===== src/rtl/gp_rect_engine_if.sv =====
// Bus bundle for gp_rect_engine: CPU register strobes, the finish flag and the VRAM write port.
// master = CPU/bus-decoder/VRAM side, slave = drawing engine.
interface gp_rect_engine_if #(
  parameter int unsigned AW = 17,
  parameter int unsigned CW = 12
);
  logic          ctrl_we;
  logic [31:0]   ctrl_in;
  logic          tl_we;
  logic [31:0]   tl_in;
  logic          br_we;
  logic [31:0]   br_in;
  logic          arg_we;
  logic [31:0]   arg_in;
  logic          finish;
  logic          vram_we;
  logic [AW-1:0] vram_addr;
  logic [CW-1:0] vram_data;
  logic          vram_stall;

  modport master (
    output ctrl_we, ctrl_in, tl_we, tl_in, br_we, br_in, arg_we, arg_in, vram_stall,
    input  finish, vram_we, vram_addr, vram_data
  );

  modport slave (
    input  ctrl_we, ctrl_in, tl_we, tl_in, br_we, br_in, arg_we, arg_in, vram_stall,
    output finish, vram_we, vram_addr, vram_data
  );
endinterface


===== src/rtl/gp_rect_engine.sv =====
// gp_rect_engine: memory-mapped rectangle fill / clear / frame engine streaming pixel writes
// into VRAM. Optional outline drawing (op 2) is enabled by defining GP_FRAME_EN; without it
// op 2 behaves as an empty op.
module gp_rect_engine #(
  parameter int unsigned H_RES = 320,
  parameter int unsigned V_RES = 240,
  parameter int unsigned AW    = 17,
  parameter int unsigned CW    = 12
) (
  input  logic            clk,
  input  logic            rst,
  gp_rect_engine_if.slave bus
);

  typedef enum logic [1:0] {StIdle, StSetup, StDraw, StDone} state_e;

  localparam logic [1:0]    OpFill  = 2'd0;
  localparam logic [1:0]    OpClear = 2'd1;
`ifdef GP_FRAME_EN
  localparam logic [1:0]    OpFrame = 2'd2;
`endif
  localparam logic [9:0]    XMax    = 10'(H_RES - 1);
  localparam logic [9:0]    YMax    = 10'(V_RES - 1);
  localparam logic [AW-1:0] HStep   = AW'(H_RES);

  state_e        state_q, state_d;
  logic [9:0]    tl_x_q, tl_x_d, tl_y_q, tl_y_d, br_x_q, br_x_d, br_y_q, br_y_d;
  logic [CW-1:0] color_q, color_d, dcol_q, dcol_d;
  logic [1:0]    op_q, op_d;
  logic [9:0]    x0_q, x0_d, x1_q, x1_d, y0_q, y0_d, y1_q, y1_d, x_q, x_d, y_q, y_d;
  logic [AW-1:0] row_q, row_d, addr_q, addr_d;
  logic [CW-1:0] data_q, data_d;
  logic          we_q, we_d;

  logic [9:0]    cx0, cx1, cy0, cy1;
  logic          empty_op, last_px;

  // Bits of the bus words that carry no meaning for this block.
  logic unused_bits;
  assign unused_bits = ^{bus.ctrl_in[31:3], bus.tl_in[31:26], bus.tl_in[15:10],
                         bus.br_in[31:26], bus.br_in[15:10], bus.arg_in[31:CW]};

  // Snapshot corners clipped to the screen; only meaningful in SETUP.
  assign cx0 = (x0_q > XMax) ? XMax : x0_q;
  assign cx1 = (x1_q > XMax) ? XMax : x1_q;
  assign cy0 = (y0_q > YMax) ? YMax : y0_q;
  assign cy1 = (y1_q > YMax) ? YMax : y1_q;
  assign last_px = (x_q == x1_q) && (y_q == y1_q);

  assign bus.finish    = (state_q == StIdle);
  assign bus.vram_we   = we_q;
  assign bus.vram_addr = addr_q;
  assign bus.vram_data = data_q;

  // Decide whether the latched op produces no pixels at all.
  always_comb begin
    empty_op = (cx0 > cx1) || (cy0 > cy1);
    case (op_q)
      OpFill, OpClear: empty_op = empty_op;
`ifdef GP_FRAME_EN
      OpFrame:         empty_op = empty_op;
`endif
      default:         empty_op = 1'b1;
    endcase
  end

  // Next-state, register loads and the pixel walker.
  always_comb begin
    state_d = state_q;
    tl_x_d  = tl_x_q;
    tl_y_d  = tl_y_q;
    br_x_d  = br_x_q;
    br_y_d  = br_y_q;
    color_d = color_q;
    dcol_d  = dcol_q;
    op_d    = op_q;
    x0_d    = x0_q;
    x1_d    = x1_q;
    y0_d    = y0_q;
    y1_d    = y1_q;
    x_d     = x_q;
    y_d     = y_q;
    row_d   = row_q;
    we_d    = we_q;
    addr_d  = addr_q;
    data_d  = data_q;
    unique case (state_q)
      StIdle: begin
        if (bus.tl_we) begin
          tl_x_d = bus.tl_in[25:16];
          tl_y_d = bus.tl_in[9:0];
        end
        if (bus.br_we) begin
          br_x_d = bus.br_in[25:16];
          br_y_d = bus.br_in[9:0];
        end
        if (bus.arg_we) color_d = bus.arg_in[CW-1:0];
        // The op works on a snapshot of the registers as they were before this cycle.
        if (bus.ctrl_we && bus.ctrl_in[0]) begin
          state_d = StSetup;
          op_d    = bus.ctrl_in[2:1];
          dcol_d  = color_q;
          if (bus.ctrl_in[2:1] == OpClear) begin
            x0_d = '0;
            y0_d = '0;
            x1_d = XMax;
            y1_d = YMax;
          end else begin
            x0_d = tl_x_q;
            y0_d = tl_y_q;
            x1_d = br_x_q;
            y1_d = br_y_q;
          end
        end
      end
      StSetup: begin
        x0_d  = cx0;
        x1_d  = cx1;
        y0_d  = cy0;
        y1_d  = cy1;
        x_d   = cx0;
        y_d   = cy0;
        row_d = AW'(cy0) * HStep;
        if (empty_op) begin
          state_d = StDone;
        end else begin
          state_d = StDraw;
          we_d    = 1'b1;
          addr_d  = row_d + AW'(cx0);
          data_d  = dcol_q;
        end
      end
      StDraw: begin
        if (!bus.vram_stall) begin
          if (last_px) begin
            we_d    = 1'b0;
            state_d = StDone;
          end else begin
            if (x_q == x1_q) begin
              x_d   = x0_q;
              y_d   = y_q + 10'd1;
              row_d = row_q + HStep;
`ifdef GP_FRAME_EN
            end else if (op_q == OpFrame && x_q == x0_q && y_q != y0_q && y_q != y1_q) begin
              // Interior outline row: skip straight to the right edge.
              x_d = x1_q;
`endif
            end else begin
              x_d = x_q + 10'd1;
            end
            addr_d = row_d + AW'(x_d);
          end
        end
      end
      StDone: state_d = StIdle;
    endcase
  end

  // State and datapath registers with synchronous reset.
  always_ff @(posedge clk) begin
    if (rst) begin
      state_q <= StIdle;
      tl_x_q  <= '0;
      tl_y_q  <= '0;
      br_x_q  <= '0;
      br_y_q  <= '0;
      color_q <= '0;
      dcol_q  <= '0;
      op_q    <= '0;
      x0_q    <= '0;
      x1_q    <= '0;
      y0_q    <= '0;
      y1_q    <= '0;
      x_q     <= '0;
      y_q     <= '0;
      row_q   <= '0;
      we_q    <= 1'b0;
      addr_q  <= '0;
      data_q  <= '0;
    end else begin
      state_q <= state_d;
      tl_x_q  <= tl_x_d;
      tl_y_q  <= tl_y_d;
      br_x_q  <= br_x_d;
      br_y_q  <= br_y_d;
      color_q <= color_d;
      dcol_q  <= dcol_d;
      op_q    <= op_d;
      x0_q    <= x0_d;
      x1_q    <= x1_d;
      y0_q    <= y0_d;
      y1_q    <= y1_d;
      x_q     <= x_d;
      y_q     <= y_d;
      row_q   <= row_d;
      we_q    <= we_d;
      addr_q  <= addr_d;
      data_q  <= data_d;
    end
  end

endmodule


===== src/flat_wrapper.sv =====
// flat-port wrapper written by rule: the top's interface ports become plain ports
module gp_rect_engine_flat 
#(
  parameter int unsigned H_RES = 320,
  parameter int unsigned V_RES = 240,
  parameter int unsigned AW    = 17,
  parameter int unsigned CW    = 12
)
  (clk, rst, bus_ctrl_we, bus_ctrl_in, bus_tl_we, bus_tl_in, bus_br_we, bus_br_in, bus_arg_we, bus_arg_in, bus_vram_stall, bus_finish, bus_vram_we, bus_vram_addr, bus_vram_data);
  gp_rect_engine_if #(.AW(AW), .CW(CW)) bus_i ();
  input  logic clk;
  input  logic rst;
  input wire logic [$bits(bus_i.ctrl_we)-1:0] bus_ctrl_we;
  input wire logic [$bits(bus_i.ctrl_in)-1:0] bus_ctrl_in;
  input wire logic [$bits(bus_i.tl_we)-1:0] bus_tl_we;
  input wire logic [$bits(bus_i.tl_in)-1:0] bus_tl_in;
  input wire logic [$bits(bus_i.br_we)-1:0] bus_br_we;
  input wire logic [$bits(bus_i.br_in)-1:0] bus_br_in;
  input wire logic [$bits(bus_i.arg_we)-1:0] bus_arg_we;
  input wire logic [$bits(bus_i.arg_in)-1:0] bus_arg_in;
  input wire logic [$bits(bus_i.vram_stall)-1:0] bus_vram_stall;
  output wire logic [$bits(bus_i.finish)-1:0] bus_finish;
  output wire logic [$bits(bus_i.vram_we)-1:0] bus_vram_we;
  output wire logic [$bits(bus_i.vram_addr)-1:0] bus_vram_addr;
  output wire logic [$bits(bus_i.vram_data)-1:0] bus_vram_data;
  assign bus_i.ctrl_we = bus_ctrl_we;
  assign bus_i.ctrl_in = bus_ctrl_in;
  assign bus_i.tl_we = bus_tl_we;
  assign bus_i.tl_in = bus_tl_in;
  assign bus_i.br_we = bus_br_we;
  assign bus_i.br_in = bus_br_in;
  assign bus_i.arg_we = bus_arg_we;
  assign bus_i.arg_in = bus_arg_in;
  assign bus_i.vram_stall = bus_vram_stall;
  assign bus_finish = bus_i.finish;
  assign bus_vram_we = bus_i.vram_we;
  assign bus_vram_addr = bus_i.vram_addr;
  assign bus_vram_data = bus_i.vram_data;
  gp_rect_engine #(.H_RES(H_RES), .V_RES(V_RES), .AW(AW), .CW(CW)) u_core (.clk(clk), .rst(rst), .bus(bus_i));
endmodule

===== config.mk =====
export PLATFORM = sky130hd
export DESIGN_NAME = gp_rect_engine_flat
export DESIGN_NICKNAME = d
export VERILOG_FILES = /design/src/rtl/gp_rect_engine_if.sv /design/src/rtl/gp_rect_engine.sv /design/src/flat_wrapper.sv
export SDC_FILE = /design/constraint.sdc
export NUM_CORES = 1
export LEC_CHECK = 0
export CORE_MARGIN = 2
export CORE_UTILIZATION = 44
export DETAILED_ROUTE_END_ITERATION = 6
export PLACE_DENSITY_LB_ADDON = 0.08
export SYNTH_ARGS = -nofsm -noshare
export SYNTH_HDL_FRONTEND = slang
export SYNTH_SLANG_ARGS = --single-unit

===== constraint.sdc =====
create_clock -name clk -period 3.7 [get_ports clk]
set_input_delay 0.74 -clock clk [delete_from_list [all_inputs] [get_ports clk]]
set_output_delay 0.74 -clock clk [all_outputs]
set_load 0.02 [all_outputs]

# Word level (Yosys, flattened, before mapping)
# Cells that the tools add are included.
totals:
  out_inout_bits: 31
  reg_bits: 175
  input_bits: 135
  word_cells: 111
op_classes:
  add_sub_neg: 5
  mux: 48
  eq_ne: 13
  bitwise_logic: 1
  magnitude_cmp: 6
  n_reduce_logical: 19
  n_mul: 1
op_table:
  columns: ["operator", "n"]
  rows:
  - ["10-bit 2-to-1 mux", 21]
  - ["17-bit 2-to-1 mux", 9]
  - ["10-bit one-hot mux with 2 select lines", 6]
  - ["17-bit one-hot mux with 2 select lines", 2]
  - ["17-bit by 10-bit adder with 17-bit output", 2]
  - ["10-bit by 1-bit adder with 10-bit output, second input constant", 2]
  - ["10-bit equality test", 2]
  - ["10-bit > comparator", 2]
  - ["10-bit by 8-bit > comparator with 1-bit output, second input constant", 2]
  - ["10-bit by 9-bit > comparator with 1-bit output, second input constant", 2]
  - ["17-bit by 9-bit adder with 17-bit output, second input constant", 1]
  - ["2-bit AND reduction", 6]
  - ["4-bit AND reduction", 3]
  - ["10-bit by 3-bit multiplier with 11-bit output, second input constant", 1]
  - ["2-bit one-hot mux with 4 select lines", 1]
  - ["2-bit by 1-bit equality test with 1-bit output, second input constant", 3]
  - ["2-bit 2-to-1 mux", 3]
  - ["2-bit by 1-bit inequality test with 1-bit output, second input constant", 3]
  - ["2-bit inequality test, second input constant", 3]
  - ["3-bit AND reduction", 2]
  - ["1-bit 2-to-1 mux", 5]
  - ["2-bit equality test, second input constant", 2]
  - ["2-bit zero test", 2]
  - ["2-bit nonzero test", 2]
  - ["5 further kinds", 6]

# Logic depth before layout (Yosys ltp)
depth:
  ltp_word: 9
  ltp_mapped: 17
  ltp_nobuf: 15

# Worst setup path after synthesis
# No wires, ideal clock.
synth_path:
  path_kind: "register to register"
  start: "reg u_core.y0_q[5]"
  end: "reg u_core.addr_q[16] (netlist: u_core.bus.vram_addr[16])"
  stages_incl_launch_ff: 17
  setup_time_ns: 0.122
  synth_period_minus_slack_ns: 3.720
  n_path_buf: 2
  t_arrival_ns: 3.598
  t_required_ns: 3.578
  setup_slack_ns: -0.020
  cell_sequence: "dfxtp_1 buf_2 nand4_1 and2_1 clkbuf_1 nand2b_1 ha_1 ha_1 fa_1 a21o_1 a21o_1 xnor2_1 nor4b_1 nand4b_1 or3_1 a32oi_1 o21ai_1"
synth_between:
  elab_chain_cells: 7
  word_cells_on_any_way: 11
  cone_classes: "1 x add/sub; 1 x mul; 2 x order compare; 1 x eq/ne; 4 x mux; 2 x reduce/logical"
synth_rtl:
  columns: ["element", "line_no", "rtl"]
  rows:
  - ["start, declared", "gp_rect_engine.sv:30", "logic [9:0] x0_q, x0_d, x1_q, x1_d, y0_q, y0_d, y1_q, y1_d, x_q, x_d, y_q, y_d;"]
  - ["start signal, assigned", "gp_rect_engine.sv:191", "y0_q <= y0_d;"]
  - ["10-bit by 8-bit > comparator with 1-bit output", "gp_rect_engine.sv:46", "assign cy0 = (y0_q > YMax) ? YMax : y0_q;"]
  - ["10-bit 2-to-1 mux (*)", "gp_rect_engine.sv:46", null]
  - ["branches (longest 5 deep; another with 17-bit by 10-bit adder with 17-bit output)", null, null]
  - ["end signal, assigned", "gp_rect_engine.sv:197", "addr_q <= addr_d;"]
  - ["end, declared", "gp_rect_engine.sv:31", "logic [AW-1:0] row_q, row_d, addr_q, addr_d;"]
# Every way passes the cells marked *. The select of a mux whose other input is x is not followed.
# A chain may end at the register's enable or synchronous reset.

# Worst setup path after layout
layout_path:
  start: "reg u_core.x1_q[6]"
  end: "reg u_core.addr_q[12] (netlist: u_core.bus.vram_addr[12])"
layout_between:
  elab_chain_cells: 9
  word_cells_on_any_way: 22
  cone_classes: "1 x add/sub; 2 x order compare; 3 x eq/ne; 13 x mux; 3 x reduce/logical"
layout_rtl:
  columns: ["element", "line_no", "rtl"]
  rows:
  - ["start, declared", "gp_rect_engine.sv:30", null]
  - ["start signal, assigned", "gp_rect_engine.sv:171", "x1_q <= '0;"]
  - ["start signal, assigned", "gp_rect_engine.sv:190", "x1_q <= x1_d;"]
  - ["10-bit equality test", "gp_rect_engine.sv:48, gp_rect_engine.sv:139", null]
  - ["17-bit 2-to-1 mux / 10-bit 2-to-1 mux (equally long branches)", "gp_rect_engine.sv:139", "if (x_q == x1_q) begin"]
  - ["17-bit 2-to-1 mux / 10-bit 2-to-1 mux (equally long branches)", "gp_rect_engine.sv:135", "if (last_px) begin"]
  - ["17-bit 2-to-1 mux / 10-bit 2-to-1 mux (equally long branches)", "gp_rect_engine.sv:134", "if (!bus.vram_stall) begin"]
  - ["17-bit 2-to-1 mux / 10-bit 2-to-1 mux (equally long branches)", "gp_rect_engine.sv:87", "unique case (state_q)"]
  - ["17-bit by 10-bit adder with 17-bit output", "gp_rect_engine.sv:151", "addr_d = row_d + AW'(x_d);"]
  - ["17-bit 2-to-1 mux", "gp_rect_engine.sv:135", null]
  - ["17-bit 2-to-1 mux", "gp_rect_engine.sv:134", null]
  - ["17-bit one-hot mux with 2 select lines", "gp_rect_engine.sv:87", null]
# Parallel ways exist; a longest one is shown, timed or not. The select of a mux whose other input is x is not followed.

==> flow_summary.toml <==
[final_layout]
synthToLayoutAreaGrowth_pct = 22.56
diodes = 0
n_fill_cell = 2007
fin_cells = 1602
layout.nets = 1499
drive_gt1_share_pct = 8.709

[sta]
setup_violations = 0
timing.fmax_mhz = 280.3
setup_tns_ns = 0
fin_crit_sh_pct = 96.42
grt_setup_unrepaired = "false"
drv_slew = 0
slew-limit-headroom_pct = 44.48
fin_crit_ns = 3.567
worst-slew-pin-transition_ns = 0.8329
finalHoldViolCount = 0
finClkSkew_ns = 0.01325

[drt]
wl_microns = 24920
drtIter0Drc = 485
drt_drc_violations_left = 0
routed_via_density = 5.318
vias = 8520
drt-pass1-iter-count = 5
postRouteAntennaNets = 0
avgRoutedWirePerCell_microns = 15.55

[setup_path]
rrSetupSlack_ns = 0.13
worstPathMaxFanout = 6
critPathKind = "flip-flop to flip-flop"
reg2reg_from = "u_core.x1_q[6]"
r2r-end = "u_core.bus.vram_addr[12]"
required_ns = 4.05
rr_worst_depth = 12
cp.arrival_ns = 3.92
setup.worst_path.start_class = "flip-flop"
cp-end-kind = "flip-flop"

[power]
combPwrFrac_pct = 48.6
peakVddDrop_v = 0.0004252
clkPwrFrac_pct = 21.6
total_leakage_power_nw = 4.436
intPower_w = 0.004609
power.density_nw_per_um2 = 724.3
p_sw_w = 0.003553
switching_share_pct = 43.53
seq_power_share_pct = 29.8

[grt]
antenna_found_initial = 0
grt-busiest-layer = "met2"
grt_max_degree = 77
met1_usage_pct = 32.71
met2_usage_pct = 36.97
grt_pass1_wl_microns = 40830
overflow = 0
grtUsageTotal_pct = 22.88
first_global_vias = 7986
grtUsageMet3_pct = 3.067

[min_path]
hold_class = "flip-flop to flip-flop"
min_from = "u_core.bus.vram_addr[2]"
hold_path_depth = 2
hold_path_end = "u_core.bus.vram_addr[2]"

[floorplanning]
fp-row-count = 52
die_height_microns = 148.6
io_pins = 166
die_area_sq_um = 22070
coreArea_sq_um = 20360
die_w_microns = 148.6
start_util_pct = 45.15

[synthesis]
yosysSeqAreaShare_pct = 36.58
syn_area_sq_um = 9195
synthCells = 1215
async_flop_share_pct = 0
synth_edf_count = 0
yosysWarnings = 0
synthFlopType = "dfxtp_1"
synth.avg_cell_area_sq_um = 7.568
ys_ff_latch = 168
synth_cell_types = 70

[clocking]
cts_hold_buf = 0
clk_latency_ns = 0.43
clk_pin_slew_ns = 0.07
ctsHtreeMaxLevel = 4
clkSinkCount = 168
cts_buffer_depth = 2
cts_root_buf = "clkbuf_16"
cts_tree = "done"
cts_buffers = 17

[placement]
portBuffers = 92
place_congestion = 0.9178
dpl.hpwl_microns = 18380
dpl.cell_count = 1570

[outcome]
status = "completed"

[run]
maxCapViolations = 0
==> power by group through the flow <==
stage	clock, W	combinational [W]	sequential [W]
6_report	0.00177	0.00397	0.00243
5_1_grt	0.00186	0.00438	0.00247
4_1_cts	0.00180	0.00393	0.00242
3_5_place_dp	0	0.00391	0.00246
3_3_place_gp	0	0.00387	0.00246
2_1_floorplan	0	0.00258	0.00243
==> what timing repair did <==
action,in CTS,in global routing
buffers inserted,0,1
resized for setup,0,8
endpoints found under the setup margin,0,5
==> layer usage <==
layer  up-vias  part of all wire (%)
li1       4419                     -
met1      3880                    50
met2       206                    45
met3        15                   4.0
met4         0                  0.94
met5         -                     0
==> per-stage QoR <==
step                      hold WS [ns]  power (W)  util, %  setup WS [ns]  cell area, sq um
after floorplan                 0.4321   0.005016        -        0.07786              9231
after global placement          0.4375   0.006330    52.33         0.1394             10660
after detailed placement        0.4435   0.006368    52.33        0.07020             10660
after CTS                       0.4522   0.008150    55.19        0.05554             11240
after global routing            0.4686   0.008705    55.34        0.02363             11270
final                           0.4498   0.008162    55.34         0.1326             11270
==> registers in the layout (all words and copies together) (netlist names), 11 cells and up <==
register	cells
u_core.bus.vram_addr	17
u_core.bus.vram_data	12
u_core.color_q	12
u_core.dcol_q	12
u_core.row_q	11
==> worst max path at each step <==
stage	startpoint	slack [ns]	endpoint	cells after the start
floorplan	u_core.y0_q[5]	0.08	u_core.bus.vram_addr[16]	16
global placement	u_core.y0_q[5]	0.14	u_core.bus.vram_addr[16]	14
detailed placement	u_core.y0_q[8]	0.07	u_core.bus.vram_addr[16]	14
CTS	u_core.x1_q[6]	0.06	u_core.bus.vram_addr[12]	12
global route	u_core.x1_q[6]	0.02	u_core.bus.vram_addr[12]	12
finish	u_core.x1_q[6]	0.13	u_core.bus.vram_addr[12]	12
==> final cells by class <==
type	instances	area [sq um]	area share (%)
Sequential cell	168	3363	29.84
Timing Repair Buffer	152	1381	12.26
Inverter	19	71.32	0.6328
Multi-Input combinational cell	962	5534	49.11
Clock inverter	14	156.4	1.388
Tap cell	270	337.8	2.998
Clock buffer	17	425.4	3.775
==> cell usage after synthesis, types with 4 or more instances <==
cell / n / area share, %
o31a_1: 5 / 0.48
a21o_1: 9 / 0.73
xor2_1: 20 / 1.9
and2_1: 10 / 0.68
nor2_1: 149 / 6.1
nand3_1: 24 / 1.3
mux2i_1: 16 / 1.7
nor4_1: 6 / 0.41
buf_2: 9 / 0.49
o21a_1: 6 / 0.49
a211oi_1: 29 / 2.4
nand2_1: 236 / 9.6
a31oi_1: 7 / 0.48
a22oi_1: 10 / 0.82
nor3_1: 38 / 2.1
clkbuf_1: 62 / 2.5
nand3b_1: 4 / 0.33
nor2b_1: 7 / 0.48
o211ai_1: 5 / 0.41
nand2b_1: 8 / 0.54
xnor2_1: 48 / 4.6
dfxtp_1: 168 / 37
ha_1: 42 / 5.7
a21oi_1: 137 / 7.5
or2_2: 7 / 0.48
or3_1: 16 / 1.1
and3_1: 10 / 0.68
inv_1: 17 / 0.69
nand4_1: 12 / 0.82
o21ai_0: 33 / 1.8
==> layout by cell type (no fill, tap or decap), drive strengths merged, types with 6 or more instances in the layout <==
cell type	synthesis	routed
a22oi	10	10
ha	42	42
a21oi	137	137
nand3	24	24
nor3	39	39
o21ai	35	35
nand4	12	12
clkdlybuf4s50	0	91
nand2	236	236
a211oi	30	30
inv	18	25
buf	12	61
o21a	6	6
xor2	20	20
nor2	150	150
nor4	7	7
a21o	9	9
and3	10	10
and2	10	10
clkbuf	62	17
xnor2	48	48
dfxtp	168	168
or3	16	16
conb	2	10
mux2i	16	16
or2	7	7
nor2b	7	7
clkinv	1	7
nand2b	8	8
a31oi	7	7
==> cells by family after synthesis <==
kind of cell               Yosys count  share of synthesized area, %
other                                2                       0.08167
adders and majority gates           45                         6.259
xor gates and xnor gates            68                         6.477
DFF                                168                         36.58
AOI/OAI and AO/OA                  278                         18.48
and+or+nand+nor                    544                         26.30
muxes                               17                         1.864
buffers and inverters               93                         3.960
==> worst max-delay path, stage by stage (launching register included) <==
cell and delay, ns:
dfxtp_1 0.36, o21a_1 0.22, or2_2 0.33, nor2_1 0.13
ha_1 0.26, nor2b_1 0.14, o31ai_1 0.22, a21oi_1 0.14
o311a_1 0.37, or3_4 0.45, a211o_1 0.32, or4_1 0.49
o221ai_1 0.08
(Power assumes the default switching activity.)
==> variant, RTL diff (config.mk and constraints unchanged) <==
The option `GP_FRAME_EN` is turned on by a define.
--- a/src/rtl/gp_rect_engine.sv
+++ b/src/rtl/gp_rect_engine.sv
@@ -2,4 +2,6 @@
 // into VRAM. Optional outline drawing (op 2) is enabled by defining GP_FRAME_EN; without it
 // op 2 behaves as an empty op.
+`define GP_FRAME_EN
+
 module gp_rect_engine #(
   parameter int unsigned H_RES = 320,
Function: changed (a bounded check fails within 4 cycles, from zero or initial values and one cycle with rst high).
==> variant against the original RTL <==
- worst hold slack about the same
- area after synthesis is 2.2% higher
- critical endpoint is now u_core.bus.vram_addr[16]
- global-route usage grew 0.38 points
- sequential cell count increased by 1
- worst setup slack got worse by 0.0097 ns
- non-clock buffer count increased by 50
- total power is 0.26% higher
- clock skew up 0.0019 ns
- design area increased by 6.2%
- core utilization up 1.6 points
- wire length increased by 3.7%
==> variant: results (changes against the original RTL) <==
Synthesis
  – Top cells by area, synth: dfxtp_1 (36%), nand2_1 (8.9%), a21oi_1 (7.1%), ha_1 (5.5%), xnor2_1 (5.3%) (was dfxtp_1 (37%), nand2_1 (9.6%), a21oi_1 (7.5%), nor2_1 (6.1%), ha_1 (5.7%))
  – Asr flop ratio synth: 0 (unchanged)
  – Cell variety after synth: 74 (was 70)
  – Commonest cells post-synth: nand2_1 (223), dfxtp_1 (169), a21oi_1 (133) (was nand2_1 (236), dfxtp_1 (168), nor2_1 (149))
  – Main flop type after synthesis: dfxtp_1 (unchanged)
  – Synthesis Warnings: 0 (unchanged)
  – Seq/Total Area, Yosys: 0.3601 (was 0.3658)

Worst hold path
  – Hold Startpoint: u_core.color_q[2] (was u_core.bus.vram_addr[2])
  – Hold endpoint: u_core.dcol_q[2] (was u_core.bus.vram_addr[2])
  – Worst Hold Depth: 2 (unchanged)
  – Hold Path Class: flop to flop (unchanged)

Clocking
  – Latest clock arrival within the worst-skew pair: 0.45 ns (was 0.43 ns)
  – Num CTS Buffers: 17 (unchanged)
  – Root Buffer: clkbuf_16 (unchanged)
  – CTS max path bufs: 2 (unchanged)
  – Clock Pin Slew Worst Setup and Hold Paths: 0.09 ns (was 0.07 ns)
  – H-tree levels: 4 (unchanged)

GRT
  – First-pass GRT wire length: 41390 um (was 40830 um)
  – Largest net degree at the start of global routing: 152 (was 77)
  – All-Layer GR Usage: 0.2327 (was 0.2288)
  – Vias in the first global route: 7873 (was 7986)
  – Initial antenna violation count: 0 (unchanged)

Placement
  – GPL Wtd Cong: 0.8975 (was 0.9178)
  – I/O Buffers: 92 (unchanged)
  – DP HPWL: 19100 um (was 18380 um)

STA
  – Setup skew after layout: 0.01518 ns (was 0.01325 ns)
  – Final Hold Slack: 0.4494 ns (was 0.4498 ns)
  – Measured slew at the worst slew-check pin: 0.8157 ns (was 0.8329 ns)

Setup path
  – Internal reg-to-reg setup slack: 0.12 ns
  – Crit path max fanout: 4 (was 6)
  – R2R Path End: u_core.bus.vram_addr[16] (was u_core.bus.vram_addr[12])
  – Critical Path Source: u_core.x_q[0] (was u_core.x1_q[6])
  – Cells on worst reg2reg path: 16 (was 12)
  – Arrival time worst endpoint: 3.88 ns (was 3.92 ns)

Final layout
  – Diode count: 0 (unchanged)
  – Share of cells above drive strength 1: 0.1556 (was 0.08709)
  – Nets: 1508 (was 1499)
  – Largest register FFs: 17 (unchanged)

Power and ir drop
  – Static Leak: 4.791 nW (was 4.436 nW)
  – Worst VDD drop: 0.0005401 V (was 0.0004252 V)

Route
  – DRT Pass-1 Iters: 5 (unchanged)
  – Vias: 8649 (was 8520)
  – WL/cell: 15.97 um (was 15.55 um)
  – DRT iter0 DRCs: 519 (was 485)

Outcome
  – Status: finished clean (unchanged)
-- variant: final cells by class --
cell class	instances	area (um2)
multi-input combinational	918	5731
tap	275	344.1
inverter	22	82.58
clock buffer	17	425.4
clock inverter	15	216.5
fill	1972	9055
sequential	169	3386
timing repair buffer	202	1782
-- variant: worst max-delay path, cell delays in order (launching register included) --
cell and delay (ns):
dfxtp_2 0.34, xor2_1 0.17, nor4_2 0.30, nand4_1 0.12, or4_4 0.48, mux2i_1 0.18
o21ai_1 0.10, ha_1 0.35, a21oi_2 0.18, o21ai_2 0.10, o211ai_1 0.14, a211oi_2 0.11
buf_4 0.17, buf_4 0.14, a221o_1 0.29, a31oi_1 0.16, o32ai_1 0.10
-- variant: worst max-delay path by stage --
stage                                          end  cells past startpoint
after CTS                 u_core.bus.vram_addr[16]                     17
final                     u_core.bus.vram_addr[16]                     16
after floorplan           u_core.bus.vram_addr[15]                     16
after global placement    u_core.bus.vram_addr[16]                     15
after detailed placement  u_core.bus.vram_addr[15]                     16
after global routing      u_core.bus.vram_addr[16]                     16
-- variant: what timing repair did --
| item | in CTS | in global routing |
|---|---|---|
| buffers inserted | 1 | 1 |
| setup endpoints to repair | 3 | 5 |
| resized for setup | 7 | 14 |
| pin swaps | 1 | 4 |
| endpoints found under the hold margin | 0 | 0 |
-- variant: kinds of logic after synthesis --
logic type,Yosys count,synth area share
simple gates,462,0.2204
compound gates,280,0.1952
flops,169,0.3601
buf+inv,98,0.04275
xor+xnor,85,0.08004
fa+ha+maj,45,0.06113
mux,37,0.03955
other cells,2,0.0007993
-- variant: metrics by stage --
stage                     std cells  setup TNS (ns)  total power (W)  instance area [um2]  worst slack (ns)
after floorplan                1185               0         0.004921                 9428           0.04326
final                          1618               0         0.008183                11970            0.1229
after global routing           1618        -0.05232         0.008722                11970          -0.03807
after detailed placement       1584         -0.1105         0.006237                11220          -0.05438
after global placement         1584         -0.1786         0.006199                11220          -0.08056
after CTS                      1617               0         0.008184                11900           0.03918
-- variant: per-layer routing --
metal  up-vias  track usage  share of wire
li1       4416            -              -
met1      3991       0.3432           0.50
met2       208       0.3450           0.43
met3        34      0.04394          0.056
met4         0      0.06509          0.017
met5         -            0              0
-- variant: where the power goes --
part	switching, W	internal (W)	total (W)
Combinational	0.00231	0.00157	0.00388
Clock	0.000967	0.000952	0.00192
Sequential	0.000247	0.00214	0.00238
